### src/rtl/snake_game_ctrl.sv
// Snake game sequencer: move-rate strobe, start level, size/score, frame-end collision decisions.
// Optional build macro SNAKE_SPEEDUP_EN shortens the move period as the snake grows.
module snake_game_ctrl #(
    parameter int unsigned TICK_DIV   = 2500000,
    parameter int unsigned INIT_SIZE  = 3,
    parameter int unsigned MAX_SIZE   = 31,
    parameter int unsigned SPEED_STEP = 62500,
    parameter int unsigned MIN_DIV    = 500000
) (
    input  logic       VGA_clk,
    input  logic       reset,
    input  logic       btn_start,
    input  logic       frame_end,
    input  logic       hit_apple,
    input  logic       hit_body,
    input  logic       hit_wall,
    output logic       update,
    output logic       start,
    output logic [4:0] size,
    output logic [7:0] score,
    output logic       apple_respawn,
    output logic       game_over
);

    localparam logic [1:0] S_IDLE = 2'd0;
    localparam logic [1:0] S_RUN  = 2'd1;
    localparam logic [1:0] S_DEAD = 2'd2;

    localparam logic [4:0] INIT_SIZE_L = 5'(INIT_SIZE);
    localparam logic [4:0] MAX_SIZE_L  = 5'(MAX_SIZE);

    // Reject parameter sets the datapath cannot represent (including a step whose
    // 31-segment reduction would overflow the 32-bit period arithmetic).
    if (TICK_DIV < 2 || MIN_DIV < 2 || INIT_SIZE < 1 || INIT_SIZE > MAX_SIZE ||
        MAX_SIZE > 31 || SPEED_STEP > 32'd138547332) begin : g_bad_params
        $error("snake_game_ctrl: illegal parameter set");
    end

    logic [1:0]  state_q, state_d;
    logic [31:0] cnt_q, cnt_d;
    logic        ate_q, ate_d;
    logic        kill_q, kill_d;
    logic        btn_q, btn_d;
    logic [4:0]  size_q, size_d;
    logic [7:0]  score_q, score_d;
    logic        update_q, update_d;
    logic        start_q, start_d;
    logic        respawn_q, respawn_d;
    logic        game_over_q, game_over_d;
    logic        btn_edge;
    logic [31:0] period;

`ifdef SNAKE_SPEEDUP_EN
    logic [31:0] reduction;

    // size_q never drops below INIT_SIZE while the period matters, so the difference is non-negative.
    always_comb begin
        reduction = 32'(size_q - INIT_SIZE_L) * 32'(SPEED_STEP);
        if (reduction + 32'(MIN_DIV) >= 32'(TICK_DIV)) begin
            period = 32'(MIN_DIV);
        end else begin
            period = 32'(TICK_DIV) - reduction;
        end
    end
`else
    assign period = 32'(TICK_DIV);
`endif

    always_comb begin
        state_d   = state_q;
        cnt_d     = cnt_q;
        ate_d     = ate_q;
        kill_d    = kill_q;
        size_d    = size_q;
        score_d   = score_q;
        update_d  = 1'b0;
        respawn_d = 1'b0;
        btn_d     = btn_start;
        btn_edge  = btn_start & ~btn_q;

        case (state_q)
            S_IDLE: begin
                if (btn_edge) begin
                    state_d = S_RUN;
                    size_d  = INIT_SIZE_L;
                    score_d = 8'd0;
                    cnt_d   = 32'd0;
                    ate_d   = 1'b0;
                    kill_d  = 1'b0;
                end
            end
            S_RUN: begin
                // >= rather than == so a period that shrinks mid-count fires at once.
                if (cnt_q >= period - 32'd1) begin
                    update_d = 1'b1;
                    cnt_d    = 32'd0;
                end else begin
                    cnt_d = cnt_q + 32'd1;
                end
                if (frame_end) begin
                    if (kill_q) begin
                        state_d = S_DEAD;
                        cnt_d   = 32'd0;
                    end else if (ate_q) begin
                        size_d    = (size_q >= MAX_SIZE_L) ? MAX_SIZE_L : size_q + 5'd1;
                        score_d   = (score_q == 8'hFF) ? score_q : score_q + 8'd1;
                        respawn_d = 1'b1;
                    end
                    // Hits seen during the frame_end cycle belong to the next frame.
                    ate_d  = hit_apple;
                    kill_d = hit_body | hit_wall;
                end else begin
                    ate_d  = ate_q | hit_apple;
                    kill_d = kill_q | hit_body | hit_wall;
                end
            end
            S_DEAD: begin
                cnt_d = 32'd0;
                if (btn_edge) begin
                    state_d = S_IDLE;
                end
            end
            default: begin
                state_d = S_IDLE;
            end
        endcase

        start_d     = (state_d != S_IDLE);
        game_over_d = (state_d == S_DEAD);
    end

    always_ff @(posedge VGA_clk) begin
        if (reset) begin
            state_q     <= S_IDLE;
            cnt_q       <= 32'd0;
            ate_q       <= 1'b0;
            kill_q      <= 1'b0;
            btn_q       <= 1'b0;
            size_q      <= INIT_SIZE_L;
            score_q     <= 8'd0;
            update_q    <= 1'b0;
            start_q     <= 1'b0;
            respawn_q   <= 1'b0;
            game_over_q <= 1'b0;
        end else begin
            state_q     <= state_d;
            cnt_q       <= cnt_d;
            ate_q       <= ate_d;
            kill_q      <= kill_d;
            btn_q       <= btn_d;
            size_q      <= size_d;
            score_q     <= score_d;
            update_q    <= update_d;
            start_q     <= start_d;
            respawn_q   <= respawn_d;
            game_over_q <= game_over_d;
        end
    end

    assign update        = update_q;
    assign start         = start_q;
    assign size          = size_q;
    assign score         = score_q;
    assign apple_respawn = respawn_q;
    assign game_over     = game_over_q;

endmodule

### config.mk
export PLATFORM = sky130hd
export DESIGN_NAME = snake_game_ctrl
export DESIGN_NICKNAME = d
export VERILOG_FILES = /design/src/rtl/snake_game_ctrl.sv
export SDC_FILE = /design/constraint.sdc
export NUM_CORES = 1
export LEC_CHECK = 0
export ABC_AREA = 1
export BUFFER_PORTS_ARGS = -buffer_cell sky130_fd_sc_hd__buf_2
export CORE_UTILIZATION = 64
export DETAILED_ROUTE_END_ITERATION = 8
export PLACE_DENSITY = 0.84
export SYNTH_ARGS = -nofsm -noshare
export SYNTH_HDL_FRONTEND = slang
export SYNTH_SLANG_ARGS = --single-unit
### constraint.sdc
create_clock -name VGA_clk -period 2.9 [get_ports VGA_clk]
set_clock_uncertainty 0.2 [all_clocks]
set_input_delay 0.58 -clock VGA_clk [delete_from_list [all_inputs] [get_ports VGA_clk]]
set_output_delay 0.58 -clock VGA_clk [all_outputs]
set_load 0.02 [all_outputs]
==> reports/qor.yml <==
yosys.area.top_type: "dfxtp_1"
maximum_number_of_pins_on_one_net_before_global_route_repair: 24
dpl.hpwl_um: 4720
final_layout_size_suffix_gt1_share_pct: 19.2
synth-seq-cells: 54
floorplan.core_area_sq_mm: 0.00441
die_area_sq_mm: 0.00495
leakagePower_nw: 1.28
worstPathArrival_ns: 1.93
grt_pass1_vias: 2489
tritoncts: "done"
wl_met3_um: 290
final.fill_count: 360
final_hold_viol_count: 0
detailedRoute.firstPassIterationCount: 4
crit_path_start_kind: "register"
synthFlopType: "dfxtp_1"
highest_net_fanout_along_the_worst_path: 4
power_frac_clock_pct: 35.5
power_w: 0.00141
cts_max_level: 2
globalplace.congestion: 0.916
rows: 24
cts_buffer_depth: 2
hold_end: "cnt_q[23]"
timing.setup.critical_path_class: "register to register"
mappedNetlistNets: 446
gr-usage-all-layers_pct: 26.8
synth.top_cells.by_area: "dfxtp_1 (36%), nand2_1 (12%), nor2_1 (9.0%), inv_1 (5.6%), nand3_1 (4.9%)"
remaining_drc_errors: 0
cell_internal_pwr_w: 0.00105
p_sw_share_pct: 25.5
worst_setup_path_end_kind: "register"
path_cells: "ha_1 > nand3_1 > inv_1 > nand2_1 > nor2_2 > nand2_1 > a21oi_1 > nand2_2 > a21oi_2"
sequentialPowerShare_pct: 54.4
critPathSlowestCell: "dfxtp_1"
num_antenna_cells: 0
power.density_cell_area_mw_per_mm2: 433
critical_path.max_stage_delay_ns: 0.38
whs_path_depth: 2
holdCritStartpoint: "cnt_q[23]"
cts_resized: 0
synthMostInstantiatedCell: "nand2_1"
worst-endpoint-required_ns: 2.95
critical_path.startpoint: "cnt_q[1]"
ff2ff_setup_slack_ns: 1.02
top_level_ports: 24
slew_viol_final: 0
ant_nets: 0
regToRegStartpoint: "cnt_q[1]"
nets: 469
pwr-share-comb_pct: 10.1
synth.yosys.seq_area_share_pct: 36.2
r2r_cells: 9
clk_pin_slew_worst_paths_ns: 0.09
die-width_um: 70.4
met2WireLength_um: 3040
buffer_ports.inserted: 23
cts.hold.buffers_added: 0
avgRoutedWirePerCell_um: 12.5
synth.lib_cells_used.distinct: 34
ys_async_sr_fraction_pct: 0
clkSinkCount: 54
clk-insertion-delay-late_ns: 0.31
grt_pass1_wl_um: 10700
initial_utilization_pct: 67.7
finalCriticalPeriod_ns: 1.88
relative_max_transition_margin_pct: 63.8
yosys-top-cells-count: "nand2_1 (92), nor2_1 (72), dfxtp_1 (54)"
maxUsedRoutingLayer: "met4"
cpMostUsedCell: "nand2_1"
grt_antenna_before_repair: 0
routed_via_density: 5.44
switching_power_w: 0.000358
worst-slew-pin-transition_ns: 0.542
worst_ir_drop_vdd_uv: 408
hold_path.class: "register to register"
floorplan.die.height_um: 70.4
area_growth_pct: 8.54
layout_worst_path_cycle_share_pct: 64.8
synth_edf_count: 0
drtIter0Drc: 266
gr-total-overflow: 0
rsz0062_at_grt: "false"
yosys.area.top_type_share_pct: 36.2
syn_area_sq_mm: 0.00299
post_synth.cell_area_avg_sq_um: 6.87
maxCapViolations: 0
fmaxAchievable_mhz: 533
tns_ns: 0
synthesis.instances: 435
vias: 2773
root_buffer: "clkbuf_8"
result_of_the_run: "finished clean"
drt-total-wl_um: 6380
cts_setup_buffers: 0
setup_violations: 0
worst_r2r_endpoint: "cnt_q[12]"
met1_length_um: 2950
yosysWarningCount: 0
cts_buf_count: 5
logic make-up (layout without fill, tap and decap cells):
logic type	after synthesis	in the layout	synth area share [%]
AND/OR/NAND/NOR	253	253	38.7
buffers and inverters	60	83	8.03
AO/OA/AOI/OAI	54	54	12.5
flip-flops	54	54	36.2
XOR/XNOR	10	10	2.93
adder cells (fa/ha/maj)	4	4	1.67
metal layers:
metal  GRT usage [%]  up-vias
met3            4.33        8
met1            35.2     1255
met2            43.5       81
met5               0        -
li1                -     1429
met4            10.9        0
sequential cells by signal (all words and copies together), names as in the netlist:
register	cells
cnt_q	32
score	8
size	5
state_q	2
apple_respawn	1
ate_q	1
btn_q	1
game_over	1
kill_q	1
start	1
update	1
power by group through the flow:
stage / Sequential, W / Clock, W / Combinational (W)
3_5_place_dp: 0.000782 / 0 / 0.000142
5_1_grt: 0.000766 / 0.000538 / 0.000157
6_report: 0.000765 / 0.000499 / 0.000143
2_1_floorplan: 0.000788 / 0 / 0.0000988
3_3_place_gp: 0.000781 / 0 / 0.000138
4_1_cts: 0.000765 / 0.000506 / 0.000143
cells in the final DEF, fill, tap and decap left out, types with 3 or more instances in the layout:
cell,n
inv_2,5
xor2_1,7
inv_1,45
nand2_2,16
ha_1,4
xnor2_1,3
o21ai_0,12
o21ai_1,3
nand3_1,29
nand2_1,92
a21oi_4,4
nor3_1,13
nor2_2,11
a21oi_2,10
nand4_1,10
nand2_4,4
dfxtp_1,54
nor2_1,72
buf_2,23
a21oi_1,19
clkbuf_8,5
worst max-delay path by stage:
| stage | slack [ns] | end | cells past startpoint |
|---|---|---|---|
| 4_1_cts | 1.04 | cnt_q[14] | 8 |
| 2_1_floorplan | 1.15 | score[2] | 9 |
| 5_1_grt | 0.88 | cnt_q[2] | 8 |
| 3_3_place_gp | 0.82 | cnt_q[21] | 8 |
| 6_report | 1.02 | cnt_q[12] | 9 |
| 3_5_place_dp | 0.78 | cnt_q[21] | 8 |
worst max-delay path, delay by kind of cell (launching register included):
kind | cells | cell delay (ns)
and+or+nand+nor | 5 | 0.64
DFF | 1 | 0.38
AOI/OAI and AO/OA | 2 | 0.30
adders and majority gates | 1 | 0.20
buffers and inverters | 1 | 0.08
layout make-up:
type                       instances  area, sq um  share of cell area, %
clock inverter                     2         38.8                   1.20
multi-input combinational        321         1670                   51.4
sequential                        54         1080                   33.3
tap                               52         65.1                   2.00
inverter                          51          193                   5.94
clock buffer                       5         68.8                   2.12
timing repair buffer              25          130                   4.01
per-stage QoR:
stage | instances | instance area, sq um | hold WS, ns | setup slack (ns) | util, %
6_report | 510 | 3250 | 0.241 | 1.02 | 73.5
5_1_grt | 510 | 3250 | 0.256 | 0.882 | 73.5
4_1_cts | 510 | 3250 | 0.244 | 1.04 | 73.5
3_5_place_dp | 503 | 3140 | 0.228 | 0.781 | 71.1
3_3_place_gp | 503 | 3140 | 0.227 | 0.815 | 71.1
2_1_floorplan | 435 | 2990 | 0.218 | 1.15 | -
Power figures use the tool's default switching activity.
